`config.mk`:
```
export PLATFORM = sky130hd
export DESIGN_NAME = lenet_stage_sequencer
export DESIGN_NICKNAME = d
export VERILOG_FILES = /design/src/rtl/lenet_stage_sequencer.sv
export SDC_FILE = /design/constraint.sdc
export NUM_CORES = 1
export LEC_CHECK = 0
export BUFFER_PORTS_ARGS = -buffer_cell sky130_fd_sc_hd__buf_2
export CAP_MARGIN = 20
export CORE_MARGIN = 8
export CORE_UTILIZATION = 40
export DETAILED_ROUTE_END_ITERATION = 8
export GPL_TIMING_DRIVEN = 0
export PLACE_DENSITY = 0.68
export SYNTH_ARGS = -nofsm -noshare
export SYNTH_HDL_FRONTEND = slang
export SYNTH_SLANG_ARGS = --single-unit
export TNS_END_PERCENT = 1
```
`constraint.sdc`:
```
create_clock -name clk -period 2.4 [get_ports clk]
set_clock_uncertainty 0.15 [all_clocks]
set_input_delay 0.24 -clock clk [delete_from_list [all_inputs] [get_ports clk]]
set_output_delay 0.24 -clock clk [all_outputs]
set_load 0.01 [all_outputs]
```
`src/rtl/lenet_stage_sequencer.sv`:
```
`default_nettype none
// ============================================================================
// Module   : lenet_stage_sequencer
// Purpose  : Admits host frames into the LeNet stage chain, accepts results
//            from the last stage, throttles in-flight frames, runs a watchdog.
// Revision : 1.0 - initial release
// ============================================================================
module lenet_stage_sequencer #(
   parameter int MAX_INFLIGHT = 4,
   parameter int TIMEOUT      = 4096,
   parameter int CNT_W        = 16
) (
   input  logic             clk,
   input  logic             reset,
   input  logic             frame_valid,
   output logic             frame_ready,
   output logic             stage_enable,
   input  logic             stage0_reply,
   input  logic             last_finished,
   output logic             last_reply,
   output logic             result_valid,
   input  logic             result_ready,
   input  logic             clear_error,
   output logic             busy,
   output logic [3:0]       inflight,
   output logic [CNT_W-1:0] frame_count,
   output logic             error_timeout
);

   typedef enum logic [1:0] {
      IDLE   = 2'd0,
      LAUNCH = 2'd1,
      ERROR  = 2'd2
   } state_t;

   localparam int              WD_W    = (TIMEOUT > 2) ? $clog2(TIMEOUT) : 1;
   localparam logic [4:0]      MAX_N   = 5'(MAX_INFLIGHT);
   localparam logic [WD_W-1:0] WD_LAST = WD_W'(TIMEOUT - 1);

   state_t          state;
   logic [WD_W-1:0] watchdog;
   logic            admit;
   logic            accept;
   logic            sink_stall;
   logic            wd_clear;
   logic            wd_expire;
   logic [4:0]      inflight_ext;

   assign inflight_ext = {1'b0, inflight};

   assign result_valid = last_finished && (state != ERROR);
   assign last_reply   = result_valid && result_ready;
   assign accept       = last_reply;
   assign admit        = (state == LAUNCH) && stage0_reply;
   assign frame_ready  = admit;
   assign busy         = (inflight != 4'd0) || (state != IDLE);

   // A sink holding off a valid result is not a pipeline stall.
   assign sink_stall = result_valid && !result_ready;
   assign wd_clear   = admit || accept || ((inflight == 4'd0) && (state != LAUNCH));
   // Expiry implies no admit/accept this cycle, so nothing is lost on entry.
   assign wd_expire  = (state != ERROR) && !wd_clear && !sink_stall && (watchdog == WD_LAST);

   always_ff @(posedge clk) begin
      if (reset) begin
         state         <= IDLE;
         stage_enable  <= 1'b0;
         error_timeout <= 1'b0;
         inflight      <= 4'd0;
         frame_count   <= '0;
         watchdog      <= '0;
      end else if (state == ERROR) begin
         if (clear_error) begin
            state         <= IDLE;
            error_timeout <= 1'b0;
            inflight      <= 4'd0;
            watchdog      <= '0;
         end
      end else if (wd_expire) begin
         state         <= ERROR;
         stage_enable  <= 1'b0;
         error_timeout <= 1'b1;
      end else begin
         if (wd_clear)
            watchdog <= '0;
         else if (!sink_stall)
            watchdog <= watchdog + WD_W'(1);

         if (accept)
            frame_count <= frame_count + CNT_W'(1);

         if (admit && !accept)
            inflight <= inflight + 4'd1;
         else if (accept && !admit && (inflight != 4'd0))
            inflight <= inflight - 4'd1;

         if (state == IDLE) begin
            if (frame_valid && (inflight_ext < MAX_N)) begin
               state        <= LAUNCH;
               stage_enable <= 1'b1;
            end
         end else if (stage0_reply) begin
            // Stay launching only if another frame waits and room remains after this one.
            if (!(frame_valid && ((inflight_ext + 5'd1) < MAX_N))) begin
               state        <= IDLE;
               stage_enable <= 1'b0;
            end
         end
      end
   end

endmodule
`default_nettype wire
```
# == Word-level counts from Yosys, hierarchy flattened ==
# Index checks and enable logic that the tools add are counted.
# word_totals
ff_bits,36
in_bits,7
out_inout_bits,26
# classes
n_addsub,5
n_lt_le_gt_ge,2
n_eq_ne,12
muxes,25
bitwise_logic,2
reduce_logical,35
# ops
op,n
2-to-1 mux 12 bit,5
2-to-1 mux 4 bit,5
"adder 16 x 1 -> 16 bit, second input constant",1
2-to-1 mux 2 bit,7
logical AND 1 bit,13
"adder 12 x 1 -> 12 bit, second input constant",1
"== test 12 bit, second input constant",1
AND reduction 3 bit,3
2-to-1 mux 1 bit,8
AND reduction 4 bit,2
nonzero test 4 bit,2
nonzero test 3 bit,2
"adder 4 x 1 -> 5 bit, second input constant",1
zero test 1 bit,5
"less-than comparator 5 x 3 -> 1 bit, second input constant",1
"adder 4 x 1 -> 4 bit, second input constant",1
zero test 4 bit,1
"less-than comparator 4 x 3 -> 1 bit, second input constant",1
"!= test 2 x 1 -> 1 bit, second input constant",2
"!= test 2 bit, second input constant",2
"!= test 4 x 3 -> 1 bit, second input constant",1
"!= test 4 bit, second input constant",1
nonzero test 2 bit,2
"subtractor 4 x 1 -> 4 bit, second input constant",1
other kinds (9),12

# == Depth between registers and ports, before layout ==
# Gate-level depths: netlist of run 1.
# logic_depth
word_depth,11
ltp_mapped,8
depth_no_buf,7

# == Worst setup path before layout of run 1 ==
# Ideal clock, no wire load.
# synth_timing
kind,register to register
start,reg watchdog[0]
end,reg watchdog[10]
setup_time_ps,72
t_arrival_ps,1768
required_time_ps,2178
slack_ps,410
stages_incl_launch_ff,8
synth_period_minus_slack_ps,1990
path_cell_list,dfxtp_1 ha_1 and4_1 and3b_1 a221o_1 buf_2 a21oi_1 mux2i_1
# synth_via
elab_chain_cells,5
elab_cells_between_ends,9
classes_between,add/sub: 1; eq/ne: 2; mux: 4; reduce/logical: 2
# synth_lines
item,line_no,text
from (decl),41,logic [WD_W-1:0] watchdog;
from (signal assigned),87,watchdog <= watchdog + WD_W'(1);
adder 12 x 1 -> 12 bit,87,
2-to-1 mux 12 bit,86,else if (!sink_stall)
2-to-1 mux 12 bit,84,if (wd_clear)
2-to-1 mux 12 bit,79,end else if (wd_expire) begin
2-to-1 mux 12 bit,72,end else if (state == ERROR) begin
# Parallel ways exist; a longest one is shown, timed or not. The select of a mux whose other input is x is not followed.
# A chain may end at the register's enable or synchronous reset.

# == Worst setup path after layout of run 1 ==
# layout_timing
start,reg watchdog[0]
end,reg watchdog[5]
# The elaborated chain is that of the path after synthesis.

==> results of run 1 <==
-- area by class of cell --
cell class                      count  area share (%)
Multi-Input combinational cell    184            50.5
Tap cell                           67            3.59
Sequential cell                    36            30.8
Clock inverter                      3            1.82
Buffer                              9            2.09
Timing Repair Buffer               31            6.64
Clock buffer                        5            2.94
Inverter                           10            1.61
-- placed cells by master, fill, tap and decap left out, types with 2 or more instances in the layout --
| cell type | count |
|---|---|
| mux2i_1 | 10 |
| and3_1 | 7 |
| dfxtp_1 | 36 |
| buf_2 | 34 |
| and3b_1 | 2 |
| xnor2_1 | 9 |
| nor3_1 | 4 |
| nand2b_1 | 16 |
| nand4_1 | 6 |
| or4_1 | 3 |
| o21ai_0 | 4 |
| inv_1 | 10 |
| or3_1 | 2 |
| clkbuf_1 | 4 |
| and4_1 | 2 |
| nor2_1 | 16 |
| ha_1 | 4 |
| and2_1 | 3 |
| nand3_1 | 15 |
| nand2_1 | 25 |
| nor4_1 | 4 |
| a21oi_1 | 23 |
| o21a_1 | 2 |
| xor2_1 | 6 |
| clkbuf_8 | 5 |
-- sequential cells by signal, indices dropped and copies added, names as in the netlist --
| name | count |
|---|---|
| frame_count | 16 |
| watchdog | 12 |
| inflight | 4 |
| state | 2 |
| error_timeout | 1 |
| stage_enable | 1 |
-- per-layer routing --
| layer | global-route usage, % | up-vias | routed length [um] |
|---|---|---|---|
| li1 | - | 920 | - |
| met1 | 15.7 | 796 | 2160 |
| met2 | 19.7 | 42 | 2050 |
| met3 | 3.12 | 5 | 270 |
| met4 | 6.57 | 0 | 56 |
| met5 | 0 | - | 0 |
-- Yosys cell counts (2+ instances only) --
master | n | area share (%)
a21oi_1 | 23 | 5.8
and2_1 | 3 | 0.94
and3_1 | 7 | 2.2
and3b_1 | 2 | 0.88
and4_1 | 2 | 0.88
buf_2 | 3 | 0.76
clkbuf_1 | 4 | 0.76
dfxtp_1 | 36 | 36
ha_1 | 4 | 2.5
inv_1 | 10 | 1.9
mux2i_1 | 10 | 5.0
nand2_1 | 25 | 4.7
nand2b_1 | 16 | 5.0
nand3_1 | 15 | 3.8
nand4_1 | 6 | 1.9
nor2_1 | 16 | 3.0
nor3_1 | 4 | 1.0
nor4_1 | 4 | 1.3
o21a_1 | 2 | 0.76
o21ai_0 | 4 | 1.0
or3_1 | 2 | 0.63
or4_1 | 3 | 1.1
xnor2_1 | 9 | 4.0
xor2_1 | 6 | 2.6
-- worst min-delay path, stage by stage --
cell and delay [ps]:
buf_2 120, a21oi_1 70, o21a_1 100
-- power by group --
group	leakage [nW]	switching, mW	total [mW]	internal, mW
logic	0.564	0.332	0.574	0.242
registers	0.291	0.0503	0.688	0.637
clock network	0.0541	0.232	0.539	0.307
total	0.909	0.615	1.80	1.19
-- worst max path at each step --
stage	to	slack (ps)
6_report	watchdog[5]	210
5_1_grt	watchdog[8]	60
4_1_cts	watchdog[4]	210
3_5_place_dp	watchdog[8]	230
3_3_place_gp	watchdog[4]	250
2_1_floorplan	watchdog[10]	410
-- logic make-up after synthesis --
| logic type | share of synthesized area, % |
|---|---|
| compound gates | 12.1 |
| fa+ha+maj | 3.53 |
| buf+inv | 4.34 |
| xor+xnor | 6.61 |
| mux | 5.04 |
| flops | 36.3 |
| simple gates | 32.1 |
==> flow_metrics.env, run 1 <==
export IMPL_hold_buffers=0
export IMPL_area_sequential_um2=721
export IMPL_synth_area_per_cell_um2=8.31
export IMPL_clock_latency_ps=300
export IMPL_layout_min_cycle_time_ps=2190
export IMPL_placed_cell_area_um2=2230
export IMPL_cts_setup_buffers=0
export IMPL_required_ps=2480
export IMPL_holdPathEnd="error_timeout"
export IMPL_io_pins=33
export IMPL_cts_made_buffers=5
export IMPL_finalInstanceArea_um2=2340
export IMPL_hold_viol=0
export IMPL_hold_path_startpoint="clear_error"
export IMPL_syn_to_final_growth_pct=17.6
export IMPL_drv_cap=0
export IMPL_rrSetupSlack_ps=210
export IMPL_multi_input_area_um2=1180
export IMPL_setup_tns_ps=0
export IMPL_grt_ovfl_total=0
export IMPL_pre_cts_slack_ps=233
export IMPL_wl_um=4540
export IMPL_fin_ws_ps=208
export IMPL_antenna_found_initial=0
export IMPL_post_route_period_util_pct=91.3
export IMPL_crit_chain="ha_1 -> and4_1 -> and3b_1 -> a221o_1 -> buf_2 -> a21oi_1 -> mux2i_1"
export IMPL_cp_slowest_cell="a221o_1"
export IMPL_worst_hold_slack_ps=117
export IMPL_place_gp_congestion=0.899
export IMPL_rsz0062_at_grt="no"
export IMPL_grt_pass1_wl_um=7730
export IMPL_hp_class="in -> reg"
export IMPL_wl_per_cell_um=13.2
export IMPL_slowest_delay_ps=370
export IMPL_critPathLaunch="watchdog[0]"
export IMPL_r2r_cells=7
export IMPL_final_util_pct=49.2
export IMPL_status="completed"
export IMPL_ys_async_sr_fraction_pct=0
export IMPL_nFillCells=499
export IMPL_rows=25
export IMPL_start_kind="flop"
export IMPL_end_kind="flop"
export IMPL_grt_pass1_vias=1733
export IMPL_synth_seq_cells=36
export IMPL_postSynthCellCount=239
export IMPL_ir_drop_v=0.000739
export IMPL_die_y_um=86.5
export IMPL_ys_seq_area_share_pct=36.3
export IMPL_tightest_slew_ps=506
export IMPL_path_class="reg -> reg"
export IMPL_final_net_count=289
export IMPL_layoutNonFillerInstCount=345
export IMPL_cts_tree="built"
export IMPL_setup_viol=0
export IMPL_synth_edf_count=0
export IMPL_grt_max_degree=13
export IMPL_start_util_pct=41.8
export IMPL_cts_buffer_depth=2
export IMPL_crit_fanout=10
export IMPL_yosysWarnings=0
export IMPL_synth_distinct_cells=47
export IMPL_place_hpwl_um=3370
export IMPL_die_area_um2=7480
export IMPL_antenna_cells=0
export IMPL_pwr_density_cell_nw_per_um2=771
export IMPL_dp_cells=337
export IMPL_synth_cell_area_um2=1990
export IMPL_crit_cells=7
export IMPL_dr_pass1_iters=4
export IMPL_cts_resized=0
export IMPL_power_mw=1.80
export IMPL_core_um2=4750
export IMPL_whs_path_depth=3
export IMPL_drc=0
export IMPL_clkSinkCount=36
export IMPL_synth_nets=251
export IMPL_cts_clk_slew_worst_paths_ps=70
export IMPL_cts_root_buffer="clkbuf_8"
export IMPL_dr_first_iter_drc_count=68
export IMPL_numPortBuffers=31
export IMPL_groute_usage_overall_pct=12.6
export IMPL_r2r_start="watchdog[0]"
export IMPL_synth_main_ff_cell="dfxtp_1"
export IMPL_final_layout_size_suffix_gt1_share_pct=18.0
export IMPL_leakagePower_nw=0.909
export IMPL_critPathTopFamily="compound AO/OA/AOI/OAI gates"
export IMPL_die_w_um=86.5
export IMPL_htreeDepth=2
export IMPL_cp_data_arrival_time_ps=2270
export IMPL_avgViaCountPerCell=5.11
export IMPL_vias=1763
export IMPL_max_freq_ghz=0.456
export IMPL_timing_rr_end="watchdog[5]"
export IMPL_final_max_slew_violation_count=0
export IMPL_crit_buf_inv=1
export IMPL_postRouteAntennaNets=0
export IMPL_relSlewSlack_pct=66.3
(Power assumes the default switching activity.)
==> run 2: changes to the inputs <==
--- a/config.mk
+++ b/config.mk
@@ -7,11 +7,13 @@
 export LEC_CHECK = 0
 export BUFFER_PORTS_ARGS = -buffer_cell sky130_fd_sc_hd__buf_2
 export CAP_MARGIN = 20
+export CELL_PAD_IN_SITES_DETAIL_PLACEMENT = 0
+export CELL_PAD_IN_SITES_GLOBAL_PLACEMENT = 1
 export CORE_MARGIN = 8
 export CORE_UTILIZATION = 40
 export DETAILED_ROUTE_END_ITERATION = 8
 export GPL_TIMING_DRIVEN = 0
-export PLACE_DENSITY = 0.68
+export PLACE_DENSITY = 0.85
 export SYNTH_ARGS = -nofsm -noshare
 export SYNTH_HDL_FRONTEND = slang
 export SYNTH_SLANG_ARGS = --single-unit
==> run 2 against run 1 <==
Compared with the run above: sequential share of layout area rose by 0.23 points; register-to-register slack lost 30 ps; final area shrank 0.75%; sequential cell count unchanged; largest cell class unchanged; highest routed layer unchanged.
==> flow_metrics.env, run 2 (synthesized netlist as in run 1, its figures left out) <==
export IMPL_status="completed"
export IMPL_grt_pass1_wl_um=7820
export IMPL_cp_data_arrival_time_ps=2280
export IMPL_wl_um=4570
export IMPL_grt_max_degree=12
export IMPL_syn_to_final_growth_pct=16.8
export IMPL_core_um2=4750
export IMPL_place_gp_congestion=0.813
export IMPL_htreeDepth=2
export IMPL_largest_reg_flops=16
export IMPL_fin_ws_ps=182
export IMPL_path_class="reg -> reg"
export IMPL_pre_cts_slack_ps=216
export IMPL_dr_first_iter_drc_count=80
export IMPL_die_area_um2=7480
export IMPL_end_kind="flop"
export IMPL_cts_tree="built"
export IMPL_leakagePower_nw=0.900
export IMPL_final_cell_mix="36 x dfxtp_1, 34 x buf_2, 25 x nand2_1"
export IMPL_start_kind="flop"
export IMPL_clock_latency_ps=280
export IMPL_rows=25
export IMPL_setup_viol=0
export IMPL_setup_tns_ps=0
export IMPL_rsz0062_at_grt="no"
export IMPL_avgViaCountPerCell=5.18
export IMPL_io_pins=33
export IMPL_hold_buffers=0
export IMPL_required_ps=2460
export IMPL_hp_class="in -> reg"
export IMPL_postRouteAntennaNets=0
export IMPL_max_freq_ghz=0.451
export IMPL_wl_per_cell_um=13.2
export IMPL_crit_fanout=10
export IMPL_cts_made_buffers=5
export IMPL_drv_cap=0
export IMPL_cts_root_buffer="clkbuf_8"
export IMPL_place_hpwl_um=3470
export IMPL_cts_resized=0
export IMPL_cts_setup_buffers=0
export IMPL_dr_pass1_iters=4
export IMPL_post_route_period_util_pct=92.4
export IMPL_antenna_found_initial=0
export IMPL_largest_register="frame_count"
export IMPL_dp_cells=337
export IMPL_numPortBuffers=31
export IMPL_final_layout_size_suffix_gt1_share_pct=17.6
export IMPL_final_net_count=289
export IMPL_grt_ovfl_total=0
export IMPL_pwr_density_cell_nw_per_um2=740
export IMPL_die_w_um=86.5
export IMPL_final_common_cell="dfxtp_1"
export IMPL_antenna_cells=0
export IMPL_groute_usage_overall_pct=12.8
export IMPL_relSlewSlack_pct=66.9
export IMPL_grt_pass1_vias=1720
export IMPL_start_util_pct=41.8
export IMPL_cts_clk_slew_worst_paths_ps=70
export IMPL_die_y_um=86.5
export IMPL_hold_viol=0
export IMPL_vias=1786
export IMPL_ir_drop_v=0.000361
export IMPL_drc=0
export IMPL_tightest_slew_ps=497
export IMPL_cts_buffer_depth=2
export IMPL_final_max_slew_violation_count=0
export IMPL_reg_largest_list="frame_count: 16 flops, watchdog: 12 flops, inflight: 4 flops"
export IMPL_layout_min_cycle_time_ps=2220
export IMPL_layoutNonFillerInstCount=345
export IMPL_clkSinkCount=36
==> run 2: cell count changes in the layout (fill, tap and decap cells not counted) <==
| cell | change |
|---|---|
| clkbuf_1 | +1 |
| bufinv_16 | -1 |
| clkinv_2 | -1 |
| clkbuf_8 | +1 |
==> run 2: worst paths after layout <==
kind | startpoint | end | cells after the start | slack [ps]
setup / recovery | watchdog[0] | watchdog[6] | 7 | 180
setup reg to reg | watchdog[0] | watchdog[6] | 7 | 180
hold reg to reg | error_timeout | error_timeout | 1 | 310
hold / removal | clear_error | error_timeout | 3 | 140
==> run 2: report_power, final <==
part	switching, mW	internal (mW)
Sequential	0.0515	0.638
Combinational	0.339	0.242
Clock	0.213	0.233
==> run 2: routing by layer <==
layer  up-vias  global-route usage (%)  part of all wire (%)
met1       809                    15.8                    48
met2        48                    20.2                    44
met5         -                       0                     0
met4         0                    5.16                   1.2
li1        925                       -                     -
met3         4                    3.69                   7.1
==> run 2: final cells by class <==
cell class | instances | area (um2)
buffer | 9 | 48.8
inverter | 10 | 37.5
clock buffer | 7 | 86.3
tap | 67 | 83.8
fill | 511 | 2430
sequential | 36 | 721
timing repair buffer | 31 | 155
clock inverter | 1 | 7.51
multi-input combinational | 184 | 1180
==> run 2: worst max-delay path, stage by stage, from the launching register on <==
cell and delay [ps]:
dfxtp_1 330, ha_1 230, and4_1 260, and3b_1 200
a221o_1 370, buf_2 200, a21oi_1 200, mux2i_1 200
==> run 2: metrics by stage <==
stage	area, um2	hold WS [ps]	power [mW]	util, %
2_1_floorplan	1990	270	1.13	-
3_3_place_gp	2230	300	1.28	46.8
3_5_place_dp	2230	307	1.29	46.8
4_1_cts	2320	128	1.73	48.8
5_1_grt	2320	156	1.84	48.8
6_report	2320	138	1.72	48.8
